`config.mk`:
```
export PLATFORM = sky130hd
export DESIGN_NAME = clint
export DESIGN_NICKNAME = d
export VERILOG_FILES = /design/src/rtl/clint.sv
export SDC_FILE = /design/constraint.sdc
export NUM_CORES = 1
export LEC_CHECK = 0
export ABC_AREA = 0
export CAP_MARGIN = 20
export CELL_PAD_IN_SITES_DETAIL_PLACEMENT = 1
export CELL_PAD_IN_SITES_GLOBAL_PLACEMENT = 1
export CORE_MARGIN = 3
export CORE_UTILIZATION = 30
export DETAILED_ROUTE_END_ITERATION = 10
export GPL_ROUTABILITY_DRIVEN = 0
export PLACE_DENSITY_LB_ADDON = 0.15
export SYNTH_ARGS = -nofsm -noshare
export SYNTH_HDL_FRONTEND = slang
export SYNTH_SLANG_ARGS = --single-unit
```
`constraint.sdc`:
```
create_clock -name clock -period 8.6 [get_ports clock]
set_input_delay 2.58 -clock clock [delete_from_list [all_inputs] [get_ports clock]]
set_output_delay 2.58 -clock clock [all_outputs]
set_load 0.01 [all_outputs]
```
`src/rtl/clint.sv`:
```
// Core-local interruptor: 64-bit mtime/mtimecmp and msip behind a single-beat bus slave.
// Optional macro CLINT_MTIP_OUT_EN adds a registered mtip output.
module clint #(
    parameter int DATA_SIZE             = 64,
    parameter int CLOCK_CYCLES_PER_TICK = 1
) (
    input  logic                 clock,
    input  logic                 reset,
    input  logic                 cyc,
    input  logic                 stb,
    input  logic                 we,
    input  logic [15:0]          addr,
    input  logic [DATA_SIZE-1:0] wr_data,
    output logic [DATA_SIZE-1:0] rd_data,
    output logic                 ack,
    output logic                 msip,
    output logic [63:0]          mtime,
    output logic [63:0]          mtimecmp
`ifdef CLINT_MTIP_OUT_EN
    ,
    output logic                 mtip
`endif
);

    localparam bit W64 = (DATA_SIZE == 64);
    localparam logic [15:0] AMASK = W64 ? 16'hFFF8 : 16'hFFFC;
    localparam int PW = (CLOCK_CYCLES_PER_TICK > 1) ?
                        $clog2(CLOCK_CYCLES_PER_TICK) : 1;
    localparam logic [PW-1:0] TC = PW'(CLOCK_CYCLES_PER_TICK - 1);

    typedef enum logic {
        IDLE,
        ACK
    } state_t;

    state_t state, state_n;

    logic          req;
    logic          wr;
    logic [15:0]   aw;
    logic [63:0]   wd;
    logic          sel_msip;
    logic          sel_cmp_lo;
    logic          sel_cmp_hi;
    logic          sel_time_lo;
    logic          sel_time_hi;
    logic          tick;
    logic [PW-1:0] prescale;
    logic [PW-1:0] prescale_n;
    logic [63:0]   mtime_n;
    logic [63:0]   mtimecmp_n;
    logic          msip_n;
    logic [DATA_SIZE-1:0] rd_mux;

    always_comb begin
        state_n = state;
        req     = 1'b0;
        unique case (state)
            IDLE: begin
                if (cyc && stb) begin
                    req     = 1'b1;
                    state_n = ACK;
                end
            end
            ACK: state_n = IDLE;
        endcase
    end

    // Low address bits are masked, so the upper-half offsets only match in 32-bit mode
    assign aw          = addr & AMASK;
    assign wd          = 64'(wr_data);
    assign wr          = req && we;
    assign sel_msip    = (aw == 16'h0000);
    assign sel_cmp_lo  = (aw == 16'h4000);
    assign sel_cmp_hi  = (aw == 16'h4004);
    assign sel_time_lo = (aw == 16'hBFF8);
    assign sel_time_hi = (aw == 16'hBFFC);

    assign tick       = (prescale == TC);
    assign prescale_n = tick ? '0 : prescale + PW'(1);

    always_comb begin
        msip_n = msip;
        if (wr && sel_msip)
            msip_n = wd[0];
    end

    always_comb begin
        mtimecmp_n = mtimecmp;
        if (wr && sel_cmp_lo) begin
            mtimecmp_n[31:0] = wd[31:0];
            if (W64)
                mtimecmp_n[63:32] = wd[63:32];
        end
        if (wr && sel_cmp_hi)
            mtimecmp_n[63:32] = wd[31:0];
    end

    // A bus write to either half wins over the tick for the whole register
    always_comb begin
        mtime_n = mtime;
        if (wr && (sel_time_lo || sel_time_hi)) begin
            if (sel_time_lo) begin
                mtime_n[31:0] = wd[31:0];
                if (W64)
                    mtime_n[63:32] = wd[63:32];
            end
            if (sel_time_hi)
                mtime_n[63:32] = wd[31:0];
        end else if (tick) begin
            mtime_n = mtime + 64'd1;
        end
    end

    always_comb begin
        rd_mux = '0;
        unique case (1'b1)
            sel_msip:    rd_mux = DATA_SIZE'({63'd0, msip});
            sel_cmp_lo:  rd_mux = W64 ? DATA_SIZE'(mtimecmp)
                                      : DATA_SIZE'({32'd0, mtimecmp[31:0]});
            sel_cmp_hi:  rd_mux = DATA_SIZE'({32'd0, mtimecmp[63:32]});
            sel_time_lo: rd_mux = W64 ? DATA_SIZE'(mtime)
                                      : DATA_SIZE'({32'd0, mtime[31:0]});
            sel_time_hi: rd_mux = DATA_SIZE'({32'd0, mtime[63:32]});
            default:     rd_mux = '0;
        endcase
    end

    always_ff @(posedge clock or posedge reset) begin
        if (reset)
            state <= IDLE;
        else
            state <= state_n;
    end

    always_ff @(posedge clock or posedge reset) begin
        if (reset) begin
            ack      <= 1'b0;
            rd_data  <= '0;
            msip     <= 1'b0;
            mtime    <= '0;
            mtimecmp <= '1;
            prescale <= '0;
        end else begin
            ack      <= req;
            rd_data  <= req ? rd_mux : '0;
            msip     <= msip_n;
            mtime    <= mtime_n;
            mtimecmp <= mtimecmp_n;
            prescale <= prescale_n;
        end
    end

`ifdef CLINT_MTIP_OUT_EN
    always_ff @(posedge clock or posedge reset) begin
        if (reset)
            mtip <= 1'b0;
        else
            mtip <= (mtime_n >= mtimecmp_n);
    end
`endif

endmodule

```
==> results of run 1 <==
final cells by class:
type | instances | area [µm²] | area share [%]
timing repair buffer | 281 | 2810 | 22.61
inverter | 8 | 37.54 | 0.3020
sequential | 194 | 4935 | 39.70
multi-input combinational | 553 | 3603 | 28.99
clock inverter | 12 | 118.9 | 0.9562
clock buffer | 19 | 452.9 | 3.644
tap | 378 | 473.0 | 3.805
worst max-delay path by stage:
| stage | slack [ps] | end | cells after the start | start |
|---|---|---|---|---|
| after floorplan | 840 | ack$_DFF_PP0_ | 1 | reset |
| after global placement | 2980 | mtime[60]$_DFFE_PP0P_ | 7 | addr[5] |
| after detailed placement | 2900 | mtime[61]$_DFFE_PP0P_ | 7 | addr[5] |
| after CTS | 3360 | mtime[47]$_DFFE_PP0P_ | 7 | addr[5] |
| after global routing | 3270 | mtime[25]$_DFFE_PP0P_ | 7 | addr[14] |
| final | 3520 | mtime[28]$_DFFE_PP0P_ | 7 | addr[6] |
cell families (layout without fill, tap and decap cells):
group	after synthesis	after routing	share of synthesized area, %
xor gates and xnor gates	38	38	3.811
adders and majority gates	1	1	0.1433
muxes	67	67	8.626
DFF	194	194	56.51
buffers and inverters	58	320	2.536
AOI/OAI and AO/OA	154	154	11.46
and+or+nand+nor	293	293	16.91
power by group:
part	internal (mW)	switching, mW
Clock	0.398	0.387
Combinational	0.0583	0.0483
Sequential	0.922	0.0179
Total	1.38	0.453
per-layer routing:
metal | share of wire, % | up-vias
li1 | - | 3415
met5 | 0.091 | -
met1 | 43 | 3833
met4 | 0.90 | 4
met2 | 51 | 175
met3 | 5.5 | 16
Yosys cell counts, drive strengths merged (3+ instances only):
library cell,n
and4,11
clkbuf,43
xor2,16
a31oi,23
o21ai,49
xnor2,22
nand4,24
nand3,24
nor4,10
dfrtp,130
nor3,9
and2,11
mux2,66
buf,7
dfstp,64
nand2,63
or4,13
a21oi,3
a22oi,64
o31ai,10
and3,9
inv,8
or3,15
nor2,97
flip-flops by register name, summed over array words and instances, names as in the netlist:
signal    cells
ack           1
msip          1
mtime        64
mtimecmp     64
rd_data      64
through the flow:
step	total power [mW]	utilization (%)	area, µm²	instances	hold WS [ps]
floorplan	0.9850	-	8732	805	548.1
global placement	1.065	41.92	11840	1413	519.6
detailed placement	1.067	41.92	11840	1413	525.4
CTS	1.866	43.95	12410	1444	542.8
global route	1.909	44.02	12430	1445	565.9
finish	1.832	44.02	12430	1445	538.5
==> impl_results.md, run 1 <==
- Synth-to-layout area growth: 42.36%
- Peak fanout along the critical path: 75
- Reg-to-reg slack, setup: 5550 ps
- Iter 0 DRT Violations: 301
- Crit-path leading delay family: buffers and inverters
- Critical Path RT: 8890 ps
- LEAKAGE: 4.663 nW
- Gr ovfl total: 0
- Drt total wl: 29.79 mm
- Worst Hold Class: reg -> reg
- Gr usage total: 19.08%
- Min-delay src: msip$_DFFE_PP0P_
- Detail Placement HPWL: 20.11 mm
- Port bufs: 275
- Net Count, Synth: 891
- Die H: 176.6 µm
- Synth Instances: 805
- Critical R2R Launch: mtime[15]$_DFFE_PP0P_
- Final Hold Vio Count: 0
- Core area: 28240 µm²
- Vias in the first global route: 7834
- FF-to-FF End: mtime[58]$_DFFE_PP0P_
- Achievable frequency: 196.9 MHz
- Crit-path slowest cell: buf_4
- PostCTS Resize Cnt: 0
- Final Skew: 31.50 ps
- Worst hold path endpoint: msip$_DFFE_PP0P_
- Status: finished, final reports clean
- Synthesis Warnings: 0
- Met3 Use GR: 4.731%
- Crit path DAT: 5370 ps
- Mapped Avg Cell Area: 10.85 µm²
- Critical Path Most Common Cell: buf_4
- Commonest non-fill, non-tap cell in the layout: clkdlybuf4s50_1
- VDD IR max: 0.1105 mV
- N_diodes: 0
- Share of cells above drive strength 1: 16.87%
- Final worst path period share: 59.06%
- CTS tree: yes
- Slew @ Worst Pin: 1055 ps
- Drt first pass iters: 4
- Post-synth top area share: 37.25%
- Post-synth EDFFs: 0
- Grt peak-use layer: met2
- Std-Cell Rows: 61
- Post-synthesis sequential area ratio: 56.51%
- Post-synth top area cell: dfrtp_1
- Die Wd: 176.6 µm
- Hold Buf Count CTS: 0
- CP cell instances: clkdlybuf4s50_1, nand4_1, nor4_2, buf_4, and2_2, buf_4, o21ai_0
- DR WL/cell: 20.61 µm
- Synth area leaders: dfrtp_1, dfstp_2, mux2_2
- Clk Latency, worst-skew pair: 440 ps
- Clock root buffer: clkbuf_16
- Initial Utilization: 30.92%
- Final #Nets: 1141
- Fillers: 3098
- Total I/O pin count: 279
- WHS Path Cells: 1
- Worst reg2reg path depth: 5
- Max-cap check violation count: 0
- Detail Route Antenna Nets: 0
- Most frequent cells in the layout: clkdlybuf4s50_1, dfrtp_1, nor2_1
- # setup viols final: 0
- DRC: 0
- Setup ws final: 3521 ps
- RSZ-0062 raised after global routing: no
- Num CTS Buffers: 17
- Routing usage on met1: 24.42%
- First-pass GRT wire length: 46.92 mm
- Clock tree buffer depth: 2
- CP peak stage delay: 760 ps
- Synth unique cells: 42
- Initial antenna violation count: 2
- Setup TNS: 0 ps
- Largest net degree at the start of global routing: 124
- Die Footprint: 31190 µm²
- Main flop type after synthesis: dfrtp_1
- Reg clk slew, reported paths: 80 ps
- CP Buf/Inv Count: 3
- Critical setup path kind: in -> reg
- CTS sink cnt: 194
- Max_slew headroom: 29.66%
- #FFs+latches synth: 194
- Final Slew Violations: 0
- Met2 Resource Use GR: 32.50%
- DR vias: 7443
- Kind of end point of the critical path: flip-flop
- Synth Cell Area: 8732 µm²
- H-tree depth: 4
- Setup crit start kind: input pin
- PwrDens: 147.3 nW/µm²
- Min Tclk post-route: 5079 ps
- Post-CTS Setup Bufs: 0
- Post-synth ARST share: 100.0%
- DR vias/cell: 5.151
- Worst slack, placed: 2897 ps
Note: power is estimated with default switching activity, not from simulation.
==> run 2, diff against run 1 <==
clock period = 4.3 ns   (was 8.6 ns; I/O delays follow)
==> run 2 against run 1 <==
Clock power is 110% higher. Sequential power is 99% higher. Sequential cell count stayed put. Register-to-register slack worse by 4300 ps. Routed wire length is 2.8% higher. Via count is 1.3% higher.
==> impl_results.md, run 2 (synthesis gave the netlist of run 1 again) <==
- Synth-to-layout area growth: 44.69%
- Net Switching: 0.9267 mW (+100%)
- Die Footprint: 31190 µm² (unchanged)
- DR vias: 7542 (+1.3%)
- WHS Path Cells: 1 (unchanged)
- Final Skew: 17.99 ps (-13.51 ps)
- First-pass GRT wire length: 48.44 mm (+3.2%)
- DRC: 0 (unchanged)
- Std-Cell Rows: 61 (unchanged)
- RSZ-0062 raised after global routing: no
- N_diodes: 0 (unchanged)
- Iter 0 DRT Violations: 315 (+4.7%)
- Drt total wl: 30.63 mm (+2.8%)
- Clk Latency, worst-skew pair: 440 ps (about the same)
- Critical setup path kind: in -> reg
- Register area: 4935 µm² (unchanged)
- Final Hold Vio Count: 0 (unchanged)
- Max-cap check violation count: 0 (unchanged)
- Status: finished, final reports clean
- Crit path DAT: 3570 ps (-1800 ps)
- CP cell instances: clkdlybuf4s50_1, and3b_1, and2_0, and3_4, buf_12, mux2_2
- Max_slew headroom: 50.12% (+20 points)
- Gr usage total: 19.90% (+0.81 points)
- Port bufs: 275 (unchanged)
- Worst reg2reg path depth: 5 (unchanged)
- # setup viols final: 0 (unchanged)
- DR WL/cell: 20.92 µm (+1.5%)
- Detail Route Antenna Nets: 0 (unchanged)
- Min Tclk post-route: 3220 ps
- Setup TNS: 0 ps (unchanged)
- Commonest non-fill, non-tap cell in the layout: clkdlybuf4s50_1
- Initial antenna violation count: 1 (-1)
- Drt first pass iters: 4 (unchanged)
- Top Registers: mtime x64, mtimecmp x64, rd_data x64
- Hold WS: 540.0 ps (+1.469 ps)
- Fillers: 3092 (-0.19%)
- CTS sink cnt: 194 (unchanged)
- LEAKAGE: 4.772 nW (+2.3%)
- Num CTS Buffers: 17 (unchanged)
- Post-CTS Setup Bufs: 0 (unchanged)
- CP Buf/Inv Count: 2 (-1)
- Kind of end point of the critical path: flip-flop
- Pint: 2.788 mW (+100%)
- Final worst path period share: 74.89%
- Reg clk slew, reported paths: 70 ps (about the same)
- Worst Hold Class: reg -> reg
- Detail Placement HPWL: 21.14 mm (+5.1%)
- CP peak stage delay: 540 ps (-220 ps)
- Hold Buf Count CTS: 0 (unchanged)
- Slew @ Worst Pin: 742.5 ps (-312.7 ps)
- Crit-path leading delay family: simple AND/OR/NAND/NOR gates
- Switching part of the total: 24.95% (+0.21 points)
- Vias in the first global route: 8076 (+3.1%)
- H-tree depth: 4 (unchanged)
- Clock tree buffer depth: 2 (unchanged)
- Die H: 176.6 µm (unchanged)
- Initial Utilization: 30.92% (unchanged)
- Final #Nets: 1159 (+1.6%)
- CTS tree: yes
- Peak fanout along the critical path: 25 (-67%)
- PwrDens: 294.0 nW/µm² (+100%)
- Crit-path slowest cell: and3_4
- Gr ovfl total: 0 (unchanged)
- Achievable frequency: 310.6 MHz
- Total I/O pin count: 279 (unchanged)
- VDD IR max: 0.1706 mV (+54%)
- Clock root buffer: clkbuf_16
- Multi-input gate area: 3603 µm² (unchanged)
- Largest net degree at the start of global routing: 76 (-39%)
- Crit path depth: 6 (-1)
- Final Slew Violations: 0 (unchanged)
- Clock share of power: 43.2% (+0.4 points)
- Most frequent cells in the layout: clkdlybuf4s50_1, dfrtp_1, nor2_1
- Share of cells above drive strength 1: 18.32% (+1.5 points)
- Comb power frac: 6.3% (+0.5 points)
- DR vias/cell: 5.152 (about the same)
- Reg power frac: 50.4% (-0.9 points)
- Die Wd: 176.6 µm (unchanged)
- PostCTS Resize Cnt: 0 (unchanged)
- Core area: 28240 µm² (unchanged)
- Critical Path RT: 4650 ps (-4240 ps)
- Setup crit start kind: input pin
==> run 2: changes by cell type in the layout (fill, tap and decap cells not counted), sizes merged <==
cell | before | now
buf | 6 | 24
clkbuf | 19 | 20
clkinv | 6 | 7
inv | 13 | 12
==> run 2: through the flow <==
| step | instances | instance area, µm² | power [mW] | util, % | setup WS, ps |
|---|---|---|---|---|---|
| floorplan | 805 | 8736 | 1.971 | - | 557.8 |
| global placement | 1431 | 12030 | 2.143 | 42.61 | 675.1 |
| detailed placement | 1431 | 12030 | 2.145 | 42.61 | 619.6 |
| CTS | 1463 | 12610 | 3.766 | 44.67 | 1065 |
| global route | 1464 | 12630 | 3.872 | 44.74 | 923.3 |
| finish | 1464 | 12630 | 3.714 | 44.74 | 1080 |
==> run 2: per-layer routing <==
metal / track usage [%] / vias up / routed length (µm)
met5: 0 / - / 13
met4: 4.386 / 2 / 413
met3: 5.290 / 30 / 1775
met2: 33.41 / 196 / 15100
met1: 25.88 / 3852 / 13320
li1: - / 3462 / -
==> run 2: power groups by stage <==
| stage | clock, mW | sequential, mW | combinational [mW] |
|---|---|---|---|
| after floorplan | 0 | 1.91 | 0.0590 |
| after global placement | 0 | 1.91 | 0.236 |
| after detailed placement | 0 | 1.91 | 0.237 |
| after CTS | 1.65 | 1.87 | 0.239 |
| after global routing | 1.74 | 1.88 | 0.259 |
| final | 1.61 | 1.87 | 0.235 |
==> run 2: final timing paths <==
check                                      from                  endpoint  slack, ps
hold / removal                 msip$_DFFE_PP0P_          msip$_DFFE_PP0P_        540
min in group asynchronous                 reset     rd_data[10]$_DFF_PP0_       1250
setup / recovery                            stb   mtimecmp[3]$_DFFE_PP1P_       1080
hold reg to reg                msip$_DFFE_PP0P_          msip$_DFFE_PP0P_        540
max in group asynchronous                 reset  mtimecmp[53]$_DFFE_PP1P_       2180
setup reg to reg           mtime[2]$_DFFE_PP0P_     mtime[58]$_DFFE_PP0P_       1240
==> run 2: layout make-up <==
class                      instances  share of cell area (%)
clock buffer                      20                   3.694
clock inverter                    12                  0.9111
inverter                           8                  0.2674
multi-input combinational        553                   28.52
sequential                       194                   39.06
tap                              378                   3.743
timing repair buffer             299                   23.81
==> run 3, diff against run 2 <==
clock period = 3.05 ns   (was 4.3 ns; I/O delays follow)
==> run 3 against run 2 <==
Combinational power up 42%. Sequential power up 41%. Worst setup slack worse by 610 ps. Die area stayed put. Cell count up 1.8%. Sequential share of layout area is 0.79 points lower. Clock skew decreased by 3.2 ps.
==> impl_results.md, run 3 (synthesis gave the netlist of run 1 again) <==
- CTS tree: yes
- Achievable frequency: 387.6 MHz
- Hold WS: 536.4 ps (-3.557 ps)
- First-pass GRT wire length: 48.04 mm (-0.83%)
- Port bufs: 275 (unchanged)
- VDD IR max: 0.3068 mV (+80%)
- Kind of end point of the critical path: flip-flop
- Commonest non-fill, non-tap cell in the layout: clkdlybuf4s50_1
- CP peak stage delay: 510 ps (-30 ps)
- Drt first pass iters: 4 (unchanged)
- Critical setup path kind: reg -> reg
- Post-CTS Setup Bufs: 0 (unchanged)
- Worst slack, placed: 113.4 ps (-506.2 ps)
- Clock root buffer: clkbuf_16
- Reg clk slew, reported paths: 70 ps (about the same)
- RSZ-0062 raised after global routing: no
- Status: finished, final reports clean
- Detail Placement HPWL: 21.97 mm (+3.9%)
- LEAKAGE: 4.921 nW (+3.1%)
- Worst hold path endpoint: msip$_DFFE_PP0P_
- Iter 0 DRT Violations: 335 (+6.3%)
- # setup viols final: 0 (unchanged)
- DP Area: 12340 µm² (+2.5%)
- Max-cap check violation count: 0 (unchanged)
- PwrDens: 399.3 nW/µm² (+36%)
- Final Slew Violations: 0 (unchanged)
- FF-to-FF End: mtime[50]$_DFFE_PP0P_
- Gr ovfl total: 0 (unchanged)
- Share of cells above drive strength 1: 19.96% (+1.6 points)
- Largest net degree at the start of global routing: 57 (-25%)
- Die Wd: 176.6 µm (unchanged)
- Drt total wl: 30.25 mm (-1.2%)
- Most frequent cells in the layout: clkdlybuf4s50_1, dfrtp_1, nor2_1
- Slew @ Worst Pin: 743.0 ps (+0.5488 ps)
- Critical Path Most Common Cell: or4_1
- Gr usage total: 19.58% (-0.31 points)
- Met3 Use GR: 5.032% (-0.26 points)
- CP cell instances: and4_1, nand2_1, or4_1, buf_4, or4_1, a31oi_1
- Met2 Resource Use GR: 32.95% (-0.47 points)
- Final Hold Vio Count: 0 (unchanged)
- Std-Cell Rows: 61 (unchanged)
- Min-delay src: msip$_DFFE_PP0P_
- Crit path DAT: 2920 ps (-650 ps)
- Clk Latency, worst-skew pair: 430 ps (about the same)
- DR WL/cell: 20.29 µm (-3.0%)
- Critical R2R Launch: mtime[22]$_DFFE_PP0P_
- Max_slew headroom: 50.46% (+0.34 points)
- Hold Buf Count CTS: 0 (unchanged)
- Critical Path RT: 3390 ps (-1260 ps)
- DR vias/cell: 5.089 (-1.2%)
- Final #Nets: 1185 (+2.2%)
- Die Footprint: 31190 µm² (unchanged)
- H-tree depth: 4 (unchanged)
- Crit-path slowest cell: or4_1
- Top Registers: mtime x64, mtimecmp x64, rd_data x64
- Detail Route Antenna Nets: 0 (unchanged)
- Peak fanout along the critical path: 19 (-24%)
- Synth-to-layout area growth: 47.67%
- Worst Hold Class: reg -> reg
- Setup crit start kind: flip-flop
- WHS Path Cells: 1 (unchanged)
- Fillers: 3060 (-1.0%)
- DR vias: 7588 (+0.61%)
- Clock tree buffer depth: 2 (unchanged)
- Post-route cell area: 12890 µm² (+2.1%)
- Final Skew: 14.82 ps (-3.170 ps)
- PostCTS Resize Cnt: 0 (unchanged)
- DRC: 0 (unchanged)
- Initial Utilization: 30.92% (unchanged)
- Grt peak-use layer: met2
- Final worst path period share: 84.58%
- Core area: 28240 µm² (unchanged)
- Min Tclk post-route: 2580 ps
- Vias in the first global route: 8131 (+0.68%)
- Total I/O pin count: 279 (unchanged)
- Reg-to-reg slack, setup: 470 ps (-770 ps)
- Worst reg2reg path depth: 6 (+1)
- CTS sink cnt: 194 (unchanged)
- Setup ws final: 470.2 ps (-609.7 ps)
- Die H: 176.6 µm (unchanged)
- Routing usage on met1: 25.51% (-0.37 points)
- Initial antenna violation count: 1 (unchanged)
- Num CTS Buffers: 17 (unchanged)
[run 3: metrics by stage]
stage          cells  power, mW  util [%]  setup TNS (ps)
3_3_place_gp    1458      3.030     43.68               0
6_report        1491      5.149     45.66               0
5_1_grt         1490      5.377     45.65               0
2_1_floorplan    805      2.778         -          -41230
4_1_cts         1490      5.240     45.65               0
3_5_place_dp    1458      3.034     43.68               0
[run 3: layout make-up]
class | count | area [µm²] | share of cell area [%]
antenna | 1 | 2.502 | 0.01941
clock buffer | 20 | 436.7 | 3.386
clock inverter | 12 | 120.1 | 0.9315
inverter | 8 | 33.78 | 0.2620
multi-input combinational | 553 | 3603 | 27.94
sequential | 194 | 4935 | 38.27
tap | 378 | 473.0 | 3.668
timing repair buffer | 325 | 3291 | 25.52
[run 3: layer usage]
layer  part of all wire [%]  wire length [µm]
met3                    6.0              1814
met4                    1.2               365
met5                  0.040                12
met2                     50             14990
met1                     43             13060
[run 3: worst max-delay path by stage]
stage / cells past startpoint / start / slack (ps) / to
2_1_floorplan: 1 / reset / -320 / ack$_DFF_PP0_
3_5_place_dp: 6 / stb / 110 / mtime[62]$_DFFE_PP0P_
6_report: 6 / mtime[22]$_DFFE_PP0P_ / 470 / mtime[50]$_DFFE_PP0P_
4_1_cts: 6 / mtime[22]$_DFFE_PP0P_ / 440 / mtime[50]$_DFFE_PP0P_
3_3_place_gp: 6 / stb / 110 / mtime[62]$_DFFE_PP0P_
5_1_grt: 6 / mtime[22]$_DFFE_PP0P_ / 300 / mtime[56]$_DFFE_PP0P_
[run 3: worst max-delay path: cells and delay by family, from the launching register on]
| family | cells | cell delay (ps) |
|---|---|---|
| and+or+nand+nor | 4 | 1610 |
| DFF | 1 | 480 |
| buffers and inverters | 1 | 220 |
| AOI/OAI and AO/OA | 1 | 190 |
[run 3: report_power, final]
group / leakage (nW) / internal, mW / total (mW) / switching (mW)
Combinational: 2.20 / 0.185 / 0.334 / 0.149
Sequential: 2.45 / 2.60 / 2.64 / 0.0422
Clock: 0.271 / 1.08 / 2.17 / 1.09
==> patch 1: new RTL, flow settings as in run 1 <==
`DATA_SIZE`: 64 -> 32.
--- a/src/rtl/clint.sv
+++ b/src/rtl/clint.sv
@@ -1,7 +1,7 @@
 // Core-local interruptor: 64-bit mtime/mtimecmp and msip behind a single-beat bus slave.
 // Optional macro CLINT_MTIP_OUT_EN adds a registered mtip output.
 module clint #(
-    parameter int DATA_SIZE             = 64,
+    parameter int DATA_SIZE             = 32,
     parameter int CLOCK_CYCLES_PER_TICK = 1
 ) (
     input  logic                 clock,
Interface: changed (resized rd_data and wr_data); port bits go from 279 to 215. No check against the original RTL was run, so the function may have changed too.
==> patch 1 against run 1 <==
  * Count of clock-buffer cells in the layout stayed put
  * Worst setup slack worse by 0.87 ns
  * Wire length is 2.9% higher
  * Combinational power is 12% higher
  * Register-to-register slack worse by 0.29 ns
  * Synthesized area is 5.3% lower
  * Clock power is 4.6% higher
  * Design area is 8.5% lower
  * Sequential cell count is 32 lower
  * Core utilization is 1.9 points lower
  * Power is 5.7% lower
  * Largest cell class unchanged
  * Synthesized cell count is 0.37% higher
==> patch 1: results <==
group,metric,value,unit
outcome,status,"complete, no violations",
detailed_routing,dr_wl_met2,13.74,mm
layout,multi_input_area_share,34.22,%
detailed_routing,met3WireLength,1.640,mm
worst_setup_path,crit_family,"simple AND/OR/NAND/NOR gates",
layout,num-multi-input-gates,576,
global_routing,grt_use_met2,32.17,%
synth,syn_area_per_cell,10.23,µm²
synth,yosysSeqAreaShare,49.99,%
placed_design,pre_cts_ws,2.189,ns
global_routing,grt_pass1_vias,7882,
worst_setup_path,reg2reg_slack,5.26,ns
sta,skew,0.01301,ns
detailed_routing,topRoutingLayerUsed,"met4",
global_routing,grt_first_pass_wirelength,47.82,mm
layout,postLayoutCellArea,11370,µm²
worst_setup_path,cpPeakStageDelay,0.79,ns
synth,synth_fa_ha_area_share,0.1513,%
worst_setup_path,r2r_start,"ack$_DFF_PP0_",
layout,seq_share,36.34,%
placed_design,dp.cells,1322,
detailed_routing,wirelength,30.64,mm
detailed_routing,vias_per_cell,5.597,
detailed_routing,met1_length,14.99,mm
worst_setup_path,critPathSlowestCell,"or4_1",
pwr,irDropWorstVdd,0.1164,mV
synth,synth_fp_nets,862,
layout,clk_share,5.445,%
sta,worstMarginPinSlew,1.079,ns
detailed_routing,drtIter0Drc,600,
worst_setup_path,cp-endpoint,"mtime[57]$_DFFE_PP0P_",
worst_setup_path,reg2reg_depth,7,
worst_setup_path,critPathArrivalTime,6.28,ns
floorplanning,chipWidth,172.0,µm
synth,synth_compound_area_share,16.24,%
clock_network,cts.sinks,162,
worst_setup_path,crit_fanout,27,
global_routing,globalRouteMet3Util,3.795,%
detailed_routing,drtPass1Iterations,6,
synth,synthTopCellsByArea,"dfrtp_1 (30%), dfstp_2 (20%), mux2_2 (13%)",
synth,synthMuxAreaShare,14.00,%
patch 1: cell count changes in the layout (fill, tap and decap cells not counted), sizes merged, moves of 16 or more:
cell | before | now
clkdlybuf4s50 | 275 | 211
a22oi | 64 | 1
a21oi | 3 | 51
dfrtp | 130 | 98
a222oi | 0 | 30
mux2 | 66 | 93
a31oi | 23 | 1
xnor2 | 22 | 1
nor3 | 9 | 27
o22ai | 0 | 17
o21ai | 49 | 33
xor2 | 16 | 0
patch 1: kinds of logic after synthesis:
| family | count (synthesis) |
|---|---|
| AO/OA/AOI/OAI | 191 |
| XOR/XNOR | 1 |
| adder cells (fa/ha/maj) | 1 |
| buffers and inverters | 70 |
| flip-flops | 162 |
| multiplexers | 104 |
| AND/OR/NAND/NOR | 279 |
patch 1: power by group:
group	total, W	internal (W)	switching (W)
Sequential	0.000786	0.000772	0.0000139
Combinational	0.000120	0.0000537	0.0000665
Clock	0.000821	0.000471	0.000349
Total	0.00173	0.00130	0.000430
==> patch 2: new RTL, config.mk and constraints of run 1 <==
Without the edit above. `rd_data` no longer has a reset.
--- a/src/rtl/clint.sv
+++ b/src/rtl/clint.sv
@@ -136,19 +136,21 @@
     always_ff @(posedge clock or posedge reset) begin
         if (reset) begin
             ack      <= 1'b0;
-            rd_data  <= '0;
             msip     <= 1'b0;
             mtime    <= '0;
             mtimecmp <= '1;
             prescale <= '0;
         end else begin
             ack      <= req;
-            rd_data  <= req ? rd_mux : '0;
             msip     <= msip_n;
             mtime    <= mtime_n;
             mtimecmp <= mtimecmp_n;
             prescale <= prescale_n;
         end
+    end
+
+    always_ff @(posedge clock) begin
+        rd_data <= req ? rd_mux : '0;
     end
 
 `ifdef CLINT_MTIP_OUT_EN
Function: changed (Yosys sat finds a counterexample within 4 cycles, from zero or initial values and one cycle with reset high).
==> patch 2 against run 1 <==
  * Sequential share of layout area is 1.4 points lower
  * Power hardly changed
  * Sequential cell count stayed put
  * Design area is 3.2% lower
  * Synthesized area is 4.1% lower
  * Count of clock-buffer cells in the layout is 1 lower
  * Via count is 1.5% lower
  * Wire length is 3.3% lower
  * Worst setup slack worse by 0.48 ns
  * Clock power is 2% higher
  * Worst hold slack worse by 0.058 ns
  * Critical path depth stayed put
  * Global-route usage is 0.13 points higher
  * Core utilization is 0.26 points higher
  * Largest cell class unchanged
  * Largest power group unchanged
==> patch 2: results <==
group,metric,value,unit
pwr,p_leak,4.262,nW
layout,clkbuf_count,18,
layout,seq_cells,194,
layout,buffer_area_share,23.35,%
sta,hold_ws,0.4807,ns
synth,synth_fp_nets,887,
synth,synthMuxAreaShare,8.879,%
worst_setup_path,critPathArrivalTime,5.92,ns
synth,synth_compound_area_share,11.49,%
worst_setup_path,cpPeakStageDelay,0.99,ns
worst_setup_path,reg2reg_slack,5.23,ns
placed_design,hpwl,19.45,mm
synth,synthTopCellsByArea,"dfstp_2 (20%), dfrtp_1 (20%), dfxtp_1 (15%)",
sta,fin_ws,3.041,ns
layout,num-multi-input-gates,552,
worst_setup_path,startpoint,"addr[3]",
synth,syn_area_per_cell,10.45,µm²
placed_design,dpl-instance-area,11460,µm²
layout,final_nets,1138,
global_routing,grt_max_degree,74,
synth,synth.distinct_cells,37,
min_path,min_from,"ack$_DFF_PP0_",
min_path,min_to,"rd_data[0]$_SDFF_PN0_",
layout,clk_share,4.772,%
outcome,status,"complete, no violations",
global_routing,grt_first_pass_wirelength,46.26,mm
synth,synthXorXnorAreaFrac,3.767,%
synth,async_flop_share,67.01,%
layout,final_util,44.28,%
worst_setup_path,crit_family,"simple AND/OR/NAND/NOR gates",
layout,num-nonclk-inverters,4,
layout,nFillCells,3068,
layout,multi_input_area_share,29.48,%
pwr,power_frac_clock,43.7,%
-- patch 2: changes by cell type after synthesis, moves of 4 or more --
| cell | run 1 | this run |
|---|---|---|
| o31ai_1 | 10 | 4 |
| nand3_1 | 24 | 31 |
| dfrtp_1 | 130 | 66 |
| o21ai_0 | 48 | 52 |
| and2_1 | 9 | 4 |
| inv_1 | 8 | 4 |
| xor2_1 | 16 | 20 |
| or3_1 | 15 | 20 |
| or4_1 | 13 | 9 |
| dfxtp_1 | 0 | 64 |
| xnor2_1 | 22 | 16 |
-- patch 2: routing by layer --
metal | part of all wire [%] | global-route usage (%) | routed length, µm | vias up
met5 | 0.024 | 0 | 7 | -
met3 | 5.4 | 5.292 | 1555 | 14
li1 | - | - | - | 3417
met1 | 46 | 25.46 | 13210 | 3722
met4 | 0.98 | 3.649 | 281 | 2
met2 | 48 | 31.74 | 13760 | 180
